[src/rtl/rib_timer_pkg.sv]
`default_nettype none
// ============================================================================
//  Module      : rib_timer_pkg
//  Description : Shared constants and types for the RIB slave-3 timer.
//                Register offsets (low byte of the slave-local address), CTRL
//                bit positions, interconnect base nibble, bus strobe levels
//                and the CTRL register layout.
//  Revision    : 1.0 - initial release
// ============================================================================
package rib_timer_pkg;

  // Bus-level constants shared with the rest of the RIB fabric
  localparam logic [31:0] ZERO_WORD     = 32'h0000_0000;
  localparam logic        WRITE_ENABLE  = 1'b1;
  localparam logic        WRITE_DISABLE = 1'b0;

  // Interconnect decode nibble for this slave (base 0x30000000)
  localparam logic [3:0]  SLAVE_3       = 4'b0011;

  // Register offsets
  localparam logic [7:0]  TIMER_CTRL     = 8'h00;
  localparam logic [7:0]  TIMER_COUNT    = 8'h04;
  localparam logic [7:0]  TIMER_VALUE    = 8'h08;
  localparam logic [7:0]  TIMER_PRESCALE = 8'h0C;

  // CTRL bit indices
  localparam int CTRL_EN_BIT    = 0;
  localparam int CTRL_INTEN_BIT = 1;
  localparam int CTRL_PEND_BIT  = 2;
  localparam int CTRL_PER_BIT   = 3;

  // CTRL register fields, packed so that the bit order matches the indices
  typedef struct packed {
    logic periodic;
    logic pending;
    logic int_en;
    logic enable;
  } ctrl_t;

  // Full 32-bit read view of CTRL; upper bits read as zero
  function automatic logic [31:0] ctrl_word(input ctrl_t c);
    return {28'h0000000, c};
  endfunction

endpackage : rib_timer_pkg
`default_nettype wire

[src/rtl/rib_timer.sv]
`default_nettype none
// ============================================================================
//  Module      : rib_timer
//  Description : Memory-mapped 32-bit timer on the RIB slave side (slave 3).
//                Prescaled up-counter with compare/expire, one-shot or
//                periodic mode, and a level interrupt.
//  Ports       : clk     - single clock, rising edge
//                rst     - synchronous active-high reset
//                wraddr  - read/write address, only [7:2] decoded
//                wdata   - write data
//                we      - write strobe, commits at the next rising edge
//                rdata   - combinational read data (registered state only)
//                int_sig - level interrupt = pending & int_en
//  Revision    : 1.0 - initial release
// ============================================================================
module rib_timer
  import rib_timer_pkg::*;
(
  input  logic        clk,
  input  logic        rst,
  input  logic [31:0] wraddr,
  input  logic [31:0] wdata,
  input  logic        we,
  output logic [31:0] rdata,
  output logic        int_sig
);

  // Word offsets (byte offset with the two ignored LSBs removed)
  localparam logic [5:0] OFF_CTRL     = TIMER_CTRL[7:2];
  localparam logic [5:0] OFF_COUNT    = TIMER_COUNT[7:2];
  localparam logic [5:0] OFF_VALUE    = TIMER_VALUE[7:2];
  localparam logic [5:0] OFF_PRESCALE = TIMER_PRESCALE[7:2];

  // --------------------------------------------------------------------------
  // State
  // --------------------------------------------------------------------------
  ctrl_t       ctrl_q,  ctrl_d;
  logic [31:0] count_q, count_d;
  logic [31:0] value_q, value_d;
  logic [15:0] presc_q, presc_d;
  logic [15:0] psc_q,   psc_d;

  // --------------------------------------------------------------------------
  // Address decode
  // --------------------------------------------------------------------------
  logic [5:0] w_off;
  logic       w_wr;
  logic       w_wr_ctrl;
  logic       w_wr_count;
  logic       w_wr_value;
  logic       w_wr_presc;
  logic       w_unused_addr;

  assign w_off      = wraddr[7:2];
  assign w_wr       = (we == WRITE_ENABLE);
  assign w_wr_ctrl  = w_wr && (w_off == OFF_CTRL);
  assign w_wr_count = w_wr && (w_off == OFF_COUNT);
  assign w_wr_value = w_wr && (w_off == OFF_VALUE);
  assign w_wr_presc = w_wr && (w_off == OFF_PRESCALE);

  // Upper nibble is already stripped by the interconnect, the remaining
  // high bits and the byte-lane bits carry no meaning for word registers.
  assign w_unused_addr = ^{wraddr[31:8], wraddr[1:0]};

  // --------------------------------------------------------------------------
  // Prescaler tick and compare
  // --------------------------------------------------------------------------
  logic w_tick;
  logic w_expire;

  assign w_tick   = ctrl_q.enable && (psc_q == presc_q);
  assign w_expire = w_tick && (count_q == value_q);

  // --------------------------------------------------------------------------
  // Next-state logic. Hardware effects are applied first and software writes
  // afterwards, so a software write to COUNT or to CTRL.enable overrides the
  // hardware update in the same cycle. Pending is the exception: an expire
  // must never be lost, so the W1C is suppressed on an expire cycle.
  // --------------------------------------------------------------------------
  always_comb begin
    ctrl_d  = ctrl_q;
    count_d = count_q;
    value_d = value_q;
    presc_d = presc_q;
    psc_d   = psc_q;

    // Prescaler: parked at zero while disabled. A PRESCALE written below the
    // current psc count simply lets psc run on through 0xFFFF and wrap.
    if (!ctrl_q.enable || w_tick) begin
      psc_d = 16'h0000;
    end else begin
      psc_d = psc_q + 16'h0001;
    end

    // Counter and expire
    if (w_expire) begin
      count_d        = ZERO_WORD;
      ctrl_d.pending = 1'b1;
      if (!ctrl_q.periodic) begin
        ctrl_d.enable = 1'b0;
      end
    end else if (w_tick) begin
      count_d = count_q + 32'd1;
    end

    // Software writes
    if (w_wr_ctrl) begin
      ctrl_d.enable   = wdata[CTRL_EN_BIT];
      ctrl_d.int_en   = wdata[CTRL_INTEN_BIT];
      ctrl_d.periodic = wdata[CTRL_PER_BIT];
      if (wdata[CTRL_PEND_BIT] && !w_expire) begin
        ctrl_d.pending = 1'b0;
      end
    end

    if (w_wr_count) begin
      count_d = wdata;
    end

    if (w_wr_value) begin
      value_d = wdata;
    end

    if (w_wr_presc) begin
      presc_d = wdata[15:0];
    end
  end

  always_ff @(posedge clk) begin
    if (rst) begin
      ctrl_q  <= '0;
      count_q <= ZERO_WORD;
      value_q <= ZERO_WORD;
      presc_q <= 16'h0000;
      psc_q   <= 16'h0000;
    end else begin
      ctrl_q  <= ctrl_d;
      count_q <= count_d;
      value_q <= value_d;
      presc_q <= presc_d;
      psc_q   <= psc_d;
    end
  end

  // --------------------------------------------------------------------------
  // Read mux: reflects state as of the last edge, never the in-flight write
  // --------------------------------------------------------------------------
  always_comb begin
    rdata = ZERO_WORD;
    case (w_off)
      OFF_CTRL:     rdata = ctrl_word(ctrl_q);
      OFF_COUNT:    rdata = count_q;
      OFF_VALUE:    rdata = value_q;
      OFF_PRESCALE: rdata = {16'h0000, presc_q};
      default:      rdata = ZERO_WORD;
    endcase
  end

  // Interrupt is purely a function of registered state
  assign int_sig = ctrl_q.pending & ctrl_q.int_en;

endmodule : rib_timer
`default_nettype wire

[config.mk]
export PLATFORM = sky130hd
export DESIGN_NAME = rib_timer
export DESIGN_NICKNAME = d
export VERILOG_FILES = /design/src/rtl/rib_timer_pkg.sv /design/src/rtl/rib_timer.sv
export SDC_FILE = /design/constraint.sdc
export NUM_CORES = 1
export LEC_CHECK = 0
export BUFFER_PORTS_ARGS = -buffer_cell sky130_fd_sc_hd__buf_2
export CAP_MARGIN = 20
export CORE_MARGIN = 4
export CORE_UTILIZATION = 35
export CTS_BUF_LIST = sky130_fd_sc_hd__clkbuf_4 sky130_fd_sc_hd__clkbuf_8
export CTS_CLUSTER_DIAMETER = 150
export DETAILED_ROUTE_END_ITERATION = 8
export GPL_TIMING_DRIVEN = 0
export HOLD_SLACK_MARGIN = 0.1
export PLACE_DENSITY = 0.58
export SLEW_MARGIN = 20
export SYNTH_ARGS = -nofsm -noshare
export SYNTH_HDL_FRONTEND = slang
export SYNTH_SLANG_ARGS = --single-unit
[constraint.sdc]
create_clock -name clk -period 3.2 [get_ports clk]
set_input_delay 0.64 -clock clk [delete_from_list [all_inputs] [get_ports clk]]
set_output_delay 0.64 -clock clk [all_outputs]
set_load 0.02 [all_outputs]
# --- Word-level counts from Yosys, hierarchy flattened ---
# Cells that the tools add are included.
classes:
  n_addsub: 2
  eq_ne: 6
  mux: 9
  bitwise: 1
  reduce_logical: 15
ops:
  columns: ["operator", "count"]
  rows:
  - ["32-bit one-hot mux with 4 select lines", 1]
  - ["32-bit two-way mux", 3]
  - ["32-bit by 1-bit adder with 32-bit output (second input constant)", 1]
  - ["32-bit == test", 1]
  - ["16-bit by 1-bit adder with 16-bit output (second input constant)", 1]
  - ["16-bit == test", 1]
  - ["6-bit by 2-bit == test with 1-bit output (second input constant)", 2]
  - ["1-bit logical AND", 7]
  - ["6-bit by 1-bit == test with 1-bit output (second input constant)", 1]
  - ["6-bit logical NOT", 1]
  - ["1-bit two-way mux", 4]
  - ["3-bit two-way mux", 1]
  - ["3-bit nonzero test", 1]
  - ["1-bit logical NOT", 2]
  - ["2-bit by 1-bit != test with 1-bit output (second input constant)", 1]
  - ["2-bit AND reduction", 1]
  - ["2-bit nonzero test", 1]
  - ["2-bit OR reduction", 1]
  - ["1-bit bitwise AND", 1]
  - ["1-bit logical OR", 1]
word_totals:
  ff_bits: 100
  inputBits: 67
  output_inout_bits: 33
  elab_cells: 41

# --- Depth between registers and ports, before layout ---
# Gate-level depths: netlist of the first run.
logic_depth:
  word_depth: 7
  depth_mapped: 8
  mapped_depth_nobuf: 7

# --- Least setup slack after synthesis of the first run ---
# OpenSTA, ideal clock, no wires.
synth_timing:
  path_kind: "input to output"
  startpoint: "input wraddr[7]"
  endpoint: "output rdata[16]"
  arrival_time_ns: 2.185
  required_time_ns: 2.560
  slack_ns: 0.375
  stages: 5
  n_path_buf: 2
  cell_sequence: "or4_1 -> clkbuf_1 -> nor3b_4 -> clkbuf_1 -> a22o_1"
synth_via:
  elab_chain_cells: 2
  word_cells_on_any_way: 5
  cone_classes: "eq/ne (3); mux (1); reduce/logical (1)"
synth_rtl:
  columns: ["item", "line", "source"]
  rows:
  - ["from (decl)", "rib_timer.sv:21", "input logic [31:0] wraddr,"]
  - ["6-bit by 2-bit == test with 1-bit output, or another cell as far along", "rib_timer.sv:150", "case (w_off)"]
  - ["32-bit one-hot mux with 4 select lines (*)", "rib_timer.sv:150", null]
  - ["to (decl)", "rib_timer.sv:24", "output logic [31:0] rdata,"]
# Mark *: on every way between the ends. The rest lies on a longest branch, timed or not.

# --- Worst setup path in the final report of the first run ---
layout_timing:
  startpoint: "input wraddr[4]"
  endpoint: "output rdata[17]"
# The elaborated chain is that of the path after synthesis.

==> results of run 1 <==
[cell families (layout without fill, tap and decap cells)]
| logic type | count (synthesis) | count (layout) | share of synthesized area, % |
|---|---|---|---|
| mux | 40 | 40 | 7.566 |
| flops | 100 | 100 | 32.45 |
| fa+ha+maj | 2 | 2 | 0.4056 |
| buf+inv | 83 | 174 | 5.761 |
| xor+xnor | 63 | 63 | 8.945 |
| compound gates | 156 | 156 | 16.71 |
| simple gates | 344 | 344 | 28.15 |
[per-stage QoR]
stage	setup WS [ps]	TNS (ps)	cell area (µm²)
3_5_place_dp	-346.3	-3454	6815
6_report	58.97	0	7063
2_1_floorplan	375.4	0	6168
3_3_place_gp	-346.2	-3230	6815
5_1_grt	43.80	0	7063
4_1_cts	35.13	0	7058
[flip-flops by register name (all words and copies together), names as in the netlist]
register / count
count_q: 32
value_q: 32
presc_q: 16
psc_q: 16
ctrl_q: 4
[area by class of cell]
class	instances	area (µm²)	share of cell area (%)
multi-input cells	605	3814	53.99
flip-flops and latches	100	2002	28.34
repair buffers	75	380.4	5.385
plain buffers	74	327.8	4.641
well taps	225	281.5	3.986
clock buffers	10	137.6	1.949
clock inverters	6	86.33	1.222
inverters	9	33.78	0.4783
[per-layer routing]
layer  track usage, %  vias up  wire (µm)
li1                 -     2977          -
met1            29.59     2792       9655
met2            33.72      264       9421
met3            5.020       58       1665
met4            8.057        0        839
met5                0        -          0
[worst max path at each step]
| stage | to | slack (ps) | depth (start not counted) |
|---|---|---|---|
| 6_report | rdata[17] | 60 | 7 |
| 3_3_place_gp | rdata[18] | -350 | 7 |
| 3_5_place_dp | rdata[17] | -350 | 7 |
| 5_1_grt | rdata[18] | 40 | 7 |
| 2_1_floorplan | rdata[16] | 380 | 5 |
| 4_1_cts | rdata[17] | 40 | 7 |
[layout by cell type (no fill, tap or decap), types with 3 or more instances in the layout]
| cell type | netlist | final |
|---|---|---|
| sky130_fd_sc_hd__nand2_1 | 115 | 115 |
| sky130_fd_sc_hd__dfxtp_1 | 100 | 100 |
| sky130_fd_sc_hd__buf_2 | 24 | 97 |
| sky130_fd_sc_hd__nor2_1 | 79 | 79 |
| sky130_fd_sc_hd__a21oi_1 | 44 | 44 |
| sky130_fd_sc_hd__xnor2_1 | 41 | 41 |
| sky130_fd_sc_hd__clkbuf_1 | 43 | 40 |
| sky130_fd_sc_hd__nand4_1 | 25 | 25 |
| sky130_fd_sc_hd__mux2i_1 | 23 | 23 |
| sky130_fd_sc_hd__nand3_1 | 23 | 23 |
| sky130_fd_sc_hd__o21ai_0 | 23 | 23 |
| sky130_fd_sc_hd__xor2_1 | 22 | 22 |
| sky130_fd_sc_hd__a22oi_1 | 18 | 18 |
| sky130_fd_sc_hd__nor3_1 | 18 | 18 |
| sky130_fd_sc_hd__a22o_1 | 16 | 16 |
| sky130_fd_sc_hd__nor4_1 | 16 | 16 |
| sky130_fd_sc_hd__mux2_2 | 13 | 13 |
| sky130_fd_sc_hd__and3_1 | 13 | 13 |
| sky130_fd_sc_hd__or4_1 | 12 | 12 |
| sky130_fd_sc_hd__and2_1 | 12 | 12 |
| sky130_fd_sc_hd__clkbuf_8 | 0 | 10 |
| sky130_fd_sc_hd__inv_1 | 8 | 8 |
| sky130_fd_sc_hd__a211oi_1 | 8 | 8 |
| sky130_fd_sc_hd__nand3b_1 | 6 | 6 |
| sky130_fd_sc_hd__a31oi_1 | 6 | 6 |
| sky130_fd_sc_hd__o21ai_1 | 6 | 6 |
| sky130_fd_sc_hd__buf_4 | 3 | 5 |
| sky130_fd_sc_hd__nand2b_1 | 5 | 5 |
| sky130_fd_sc_hd__a311oi_1 | 5 | 5 |
| sky130_fd_sc_hd__clkbuf_2 | 2 | 4 |
| sky130_fd_sc_hd__mux4_2 | 4 | 4 |
| sky130_fd_sc_hd__and4_1 | 4 | 4 |
| sky130_fd_sc_hd__a2bb2oi_1 | 4 | 4 |
| sky130_fd_sc_hd__a21o_1 | 3 | 3 |
| sky130_fd_sc_hd__o21ai_2 | 3 | 3 |
| sky130_fd_sc_hd__o211ai_1 | 3 | 3 |
[where the power goes]
group	internal [mW]	total, mW	leakage (nW)	switching [mW]
combinational	0.165	0.441	1.83	0.276
clock	0.462	0.951	0.113	0.489
sequential	1.28	1.30	0.809	0.0207
[cells in the mapped netlist (3+ instances only)]
cell	n	area [µm²]
sky130_fd_sc_hd__a211oi_1	8	60.06
sky130_fd_sc_hd__a21o_1	3	22.52
sky130_fd_sc_hd__a21oi_1	44	220.2
sky130_fd_sc_hd__a22o_1	16	140.1
sky130_fd_sc_hd__a22oi_1	18	135.1
sky130_fd_sc_hd__a2bb2oi_1	4	35.03
sky130_fd_sc_hd__a311oi_1	5	43.79
sky130_fd_sc_hd__a31oi_1	6	37.54
sky130_fd_sc_hd__and2_1	12	75.07
sky130_fd_sc_hd__and3_1	13	81.33
sky130_fd_sc_hd__and4_1	4	35.03
sky130_fd_sc_hd__buf_2	24	120.1
sky130_fd_sc_hd__buf_4	3	22.52
sky130_fd_sc_hd__clkbuf_1	43	161.4
sky130_fd_sc_hd__dfxtp_1	100	2002
sky130_fd_sc_hd__inv_1	8	30.03
sky130_fd_sc_hd__mux2_2	13	146.4
sky130_fd_sc_hd__mux2i_1	23	230.2
sky130_fd_sc_hd__mux4_2	4	90.09
sky130_fd_sc_hd__nand2_1	115	431.7
sky130_fd_sc_hd__nand2b_1	5	31.28
sky130_fd_sc_hd__nand3_1	23	115.1
sky130_fd_sc_hd__nand3b_1	6	45.04
sky130_fd_sc_hd__nand4_1	25	156.4
sky130_fd_sc_hd__nor2_1	79	296.5
sky130_fd_sc_hd__nor3_1	18	90.09
sky130_fd_sc_hd__nor4_1	16	100.1
sky130_fd_sc_hd__o211ai_1	3	22.52
sky130_fd_sc_hd__o21ai_0	23	115.1
sky130_fd_sc_hd__o21ai_1	6	30.03
sky130_fd_sc_hd__o21ai_2	3	26.28
sky130_fd_sc_hd__or4_1	12	90.09
sky130_fd_sc_hd__xnor2_1	41	359.1
sky130_fd_sc_hd__xor2_1	22	192.7
[critical path, cell delays in order]
cell                       delay (ps)
sky130_fd_sc_hd__buf_2            120
sky130_fd_sc_hd__nor4_4           390
sky130_fd_sc_hd__and2_0           180
sky130_fd_sc_hd__clkbuf_1         390
sky130_fd_sc_hd__clkbuf_2         370
sky130_fd_sc_hd__a22o_1           230
sky130_fd_sc_hd__buf_2            170
[repair_timing]
item                       4_1_cts  5_1_grt
resized for setup                3        3
hold endpoints to repair         0        0
pin swaps                        2        0
setup buffers                    2        0
setup endpoints to repair       16        3
==> impl_metrics.py, run 1 <==
metrics = {
    "min_path": {
        "type_of_the_tightest_min_delay_check": "in -> reg",
        "hold_start": "wdata[21]",
        "hold_path_depth": 3,
        "holdPathEnd": "count_q[21]",
    },
    "critical_path": {
        "crit_fanout": 10,
        "critPathArrivalTime_ps": 2500,
        "timing.reg2reg.worst_path_depth": 7,
        "start_kind": "input pin",
        "crit_start": "wraddr[4]",
        "launching_point_of_the_worst_reg2reg_path": "presc_q[0]",
        "worst-setup-path-type": "in -> out",
        "worstSetupEndpointType": "output pin",
        "slack_of_the_worst_reg_to_reg_path_ps": 150,
        "required_ps": 2560,
        "r2r_end": "count_q[5]",
    },
    "sta": {
        "timing_max_transition_violations_final": 0,
        "fmax_mhz": 318.4,
        "finalSetupViolCount": 0,
        "worst-slew-pin-transition_ps": 1030,
        "skew_ps": 12.95,
        "rsz0062_at_grt": "false",
        "final.period_utilization_pct": 98.16,
        "finalWorstPathRequiredPeriod_ps": 3141,
        "hold_viol": 0,
        "fin_worst_hold_slack_ps": 459.0,
        "timing.max_slew.rel_slack_pct": 30.71,
    },
    "final_layout": {
        "layout.filler_cells": 1825,
        "final_core_util_pct": 40.83,
        "design.final.nets": 943,
        "post_layout_nonfiller_instances": 1104,
        "antenna_cells_inserted": 0,
        "drive_above_1_share_pct": 17.63,
        "flow.area_growth_from_synthesis_pct": 14.50,
    },
    "grt": {
        "grt_max_degree": 17,
        "grt_usage_pct": 21.76,
        "overflow": 0,
        "global_route_wire_length_before_repair_mm": 33.78,
        "antenna_found_initial": 0,
        "first_global_vias": 5861,
    },
    "logic_synthesis": {
        "postSynthRegisterBits": 100,
        "warnings_from_yosys": 0,
        "synth_seq_area_share_pct": 32.45,
        "syn_area_um2": 6168,
        "yosys_most_used_dff": "sky130_fd_sc_hd__dfxtp_1",
        "synthesis.nets": 857,
        "syn-instance-count": 788,
        "synth.distinct_cells": 65,
        "asyncSetResetFlopFracSynth_pct": 0,
        "syn-mean-instance-area_um2": 7.828,
        "synth-edff-count": 0,
    },
    "routing": {
        "finalWirelength_mm": 21.58,
        "num_vias": 6091,
        "drt_iter0_drc": 517,
        "antenna_violation_net_count_after_detailed_routing": 0,
        "vias_per_cell": 5.517,
        "detail_route.wl_per_cell_um": 19.55,
        "detail_route.drc_violations": 0,
        "drt_first_pass_iters": 5,
    },
    "placed_design": {
        "place_congestion": 0.9497,
        "place.detailed.instances": 1086,
        "placement.io_buffers": 73,
        "half_perimeter_wire_length_of_the_detailed_placement_result_mm": 16.06,
    },
    "clocking": {
        "numClockSinks": 100,
        "cts_tree": "built",
        "cts_inserted_buffers": 9,
        "clk_latency_ps": 400,
        "cts-hold-fix-buffers": 0,
        "ctsLongestPathBuffers": 2,
        "clock-root-buffer": "sky130_fd_sc_hd__clkbuf_8",
        "cts-htree-levels": 3,
        "cts.reportedPaths.clkPinSlew_ps": 100,
    },
    "floorplanning": {
        "placement_rows": 48,
        "design.portCount": 100,
        "floorplan.die.height_um": 140.8,
        "chipWidth_um": 140.8,
        "dieArea_um2": 19810,
        "core_area_um2": 17300,
        "initial_utilization_pct": 35.66,
    },
    "run_status": {
        "outcome": "complete, no violations",
    },
    "power_and_ir_drop": {
        "vdd_drop_max_mv": 0.2150,
        "p_leak_nw": 2.751,
        "p_total_mw": 2.695,
        "p_per_area_nw_per_um2": 381.5,
    },
    "run": {
        "drv.max_cap_violation_count": 0,
    },
}
Power figures use the tool's default switching activity.
==> run 2, diff against run 1 <==
--- a/config.mk
+++ b/config.mk
@@ -7,6 +7,8 @@
 export LEC_CHECK = 0
 export BUFFER_PORTS_ARGS = -buffer_cell sky130_fd_sc_hd__buf_2
 export CAP_MARGIN = 20
+export CELL_PAD_IN_SITES_DETAIL_PLACEMENT = 1
+export CELL_PAD_IN_SITES_GLOBAL_PLACEMENT = 1
 export CORE_MARGIN = 4
 export CORE_UTILIZATION = 35
 export CTS_BUF_LIST = sky130_fd_sc_hd__clkbuf_4 sky130_fd_sc_hd__clkbuf_8
@@ -14,7 +16,7 @@
 export DETAILED_ROUTE_END_ITERATION = 8
 export GPL_TIMING_DRIVEN = 0
 export HOLD_SLACK_MARGIN = 0.1
-export PLACE_DENSITY = 0.58
+export PLACE_DENSITY = 0.73
 export SLEW_MARGIN = 20
 export SYNTH_ARGS = -nofsm -noshare
 export SYNTH_HDL_FRONTEND = slang
==> run 2 against run 1 <==
  * Combinational power grew 4%
  * Clock power grew 0.7%
  * Fmax grew 0.74%
  * Routed wire length grew 9.7%
  * Die area is the same
  * Non-clock buffer count grew 2
  * Design area grew 0.19%
  * Sequential power is essentially flat
  * Count of clock-buffer cells in the layout is the same
  * Utilization grew 0.080 points
  * Global-route usage grew 2.3 points
  * Critical path type unchanged
  * Largest cell class unchanged
==> impl_metrics.py, run 2 (synthesis results as in run 1) <==
metrics = {
    "run_status": {
        "outcome": "complete, no violations",
    },
    "grt": {
        "grt_max_degree": 17,
        "global_route_wire_length_before_repair_mm": 36.70,
        "grt_usage_pct": 24.01,
        "antenna_found_initial": 0,
        "overflow": 0,
        "first_global_vias": 6430,
    },
    "clocking": {
        "cts_tree": "built",
        "cts-htree-levels": 3,
        "numClockSinks": 100,
        "cts_inserted_buffers": 9,
        "ctsLongestPathBuffers": 2,
        "clk_latency_ps": 410,
        "cts.reportedPaths.clkPinSlew_ps": 100,
        "clock-root-buffer": "sky130_fd_sc_hd__clkbuf_8",
    },
    "power_and_ir_drop": {
        "power.switching_mw": 0.8081,
        "p_total_mw": 2.719,
        "share_comb_of_total_power_pct": 16.8,
        "p_leak_nw": 2.767,
        "p_per_area_nw_per_um2": 384.2,
        "power.switching_fraction_pct": 29.72,
        "cellInternalPower_mw": 1.911,
        "vdd_drop_max_mv": 0.1873,
        "p_clk_share_pct": 35.2,
        "seqPwrFrac_pct": 48.0,
    },
    "final_layout": {
        "reg_top3": "count_q x32, value_q x32",
        "design.final.nets": 945,
        "final_cell_mix": "115 x sky130_fd_sc_hd__nand2_1, 100 x sky130_fd_sc_hd__dfxtp_1, 97 x sky130_fd_sc_hd__buf_2",
        "post_layout_nonfiller_instances": 1105,
        "most_common_library_cell_in_the_layout_ignoring_fill_and_taps": "sky130_fd_sc_hd__nand2_1",
        "flow.area_growth_from_synthesis_pct": 14.73,
        "antenna_cells_inserted": 0,
        "final_core_util_pct": 40.91,
        "finalInstanceArea_um2": 7077,
        "drive_above_1_share_pct": 17.95,
    },
    "routing": {
        "drt_iter0_drc": 389,
        "drt_first_pass_iters": 5,
        "detail_route.wl_per_cell_um": 21.43,
        "finalWirelength_mm": 23.68,
        "detail_route.drc_violations": 0,
        "vias_per_cell": 5.645,
        "antenna_violation_net_count_after_detailed_routing": 0,
        "num_vias": 6238,
    },
    "sta": {
        "final.period_utilization_pct": 97.44,
        "worst-slew-pin-transition_ps": 1132,
        "fmax_mhz": 320.7,
        "finalSetupViolCount": 0,
        "skew_ps": 11.42,
        "timing.max_slew.rel_slack_pct": 23.82,
        "setup_total_negative_slack_ps": 0,
        "rsz0062_at_grt": "false",
        "timing_max_transition_violations_final": 0,
        "finalWorstPathRequiredPeriod_ps": 3118,
        "hold_viol": 0,
    },
    "min_path": {
        "holdPathEnd": "count_q[21]",
        "hold_start": "wdata[21]",
        "type_of_the_tightest_min_delay_check": "in -> reg",
        "hold_path_depth": 3,
    },
    "placed_design": {
        "place_congestion": 0.8963,
        "post_dp_cell_area_um2": 6815,
        "placement.io_buffers": 73,
        "half_perimeter_wire_length_of_the_detailed_placement_result_mm": 17.73,
        "place.detailed.instances": 1086,
    },
    "floorplanning": {
        "chipWidth_um": 140.8,
        "dieArea_um2": 19810,
        "core_area_um2": 17300,
        "initial_utilization_pct": 35.66,
        "placement_rows": 48,
        "floorplan.die.height_um": 140.8,
        "design.portCount": 100,
    },
    "critical_path": {
        "critPathArrivalTime_ps": 2480,
        "required_ps": 2560,
        "worstSetupEndpointType": "output pin",
        "launching_point_of_the_worst_reg2reg_path": "count_q[0]",
        "crit_fanout": 10,
        "worst-setup-path-type": "in -> out",
        "timing.reg2reg.worst_path_depth": 7,
        "r2r_end": "count_q[30]",
        "slack_of_the_worst_reg_to_reg_path_ps": 120,
        "start_kind": "input pin",
    },
    "run": {
        "drv.max_cap_violation_count": 0,
    },
}
## run 2: power groups by stage
stage | clock network [mW] | logic, mW | registers (mW)
6_report | 0.958 | 0.457 | 1.30
4_1_cts | 0.972 | 0.446 | 1.30
3_3_place_gp | 0 | 0.435 | 1.33
3_5_place_dp | 0 | 0.442 | 1.33
2_1_floorplan | 0 | 0.294 | 1.33
5_1_grt | 1.02 | 0.495 | 1.31
## run 2: worst max-delay path by stage
| stage | startpoint | endpoint | slack [ps] | cells after the start |
|---|---|---|---|---|
| floorplan | wraddr[7] | rdata[16] | 380 | 5 |
| global placement | wraddr[7] | rdata[18] | -350 | 7 |
| detailed placement | wraddr[7] | rdata[16] | -390 | 7 |
| CTS | wraddr[7] | rdata[16] | 30 | 7 |
| global route | wraddr[3] | rdata[17] | 10 | 7 |
| finish | wraddr[7] | rdata[16] | 80 | 7 |
## run 2: metrics by stage
| stage | worst slack (ps) | hold slack (ps) |
|---|---|---|
| floorplan | 375.4 | 447.0 |
| global placement | -347.1 | 472.6 |
| detailed placement | -387.5 | 478.8 |
| CTS | 28.03 | 441.0 |
| global route | 14.47 | 446.1 |
| finish | 82.07 | 453.9 |
## run 2: what timing repair did
| item | in CTS | in global routing |
|---|---|---|
| resized for setup | 5 | 4 |
| buffers inserted | 1 | 3 |
| setup endpoints to repair | 17 | 21 |
| pin swaps | 1 | 2 |
| hold buffers | 0 | 0 |
| endpoints found under the hold margin | 0 | 0 |
## run 2: cell type report
cell class	instances	area, µm²
timing repair buffer	77	395.4
sequential	100	2002
tap	225	281.5
inverter	9	33.78
clock inverter	5	82.58
fill	2208	10220
multi-input combinational	605	3814
buffer	74	330.3
clock buffer	10	137.6
## run 2: critical path, cell delays in order
cell	delay, ps
sky130_fd_sc_hd__buf_2	120
sky130_fd_sc_hd__or4_1	510
sky130_fd_sc_hd__clkbuf_1	170
sky130_fd_sc_hd__nor3b_4	370
sky130_fd_sc_hd__clkbuf_4	300
sky130_fd_sc_hd__a22o_1	180
sky130_fd_sc_hd__buf_2	170
## run 2: layer usage
metal,GRT usage [%],share of wire [%],vias to the layer above
li1,-,-,2979
met1,30.18,44,3036
met2,40.20,48,176
met3,4.613,5.2,47
met4,10.25,3.4,0
met5,0,0,-
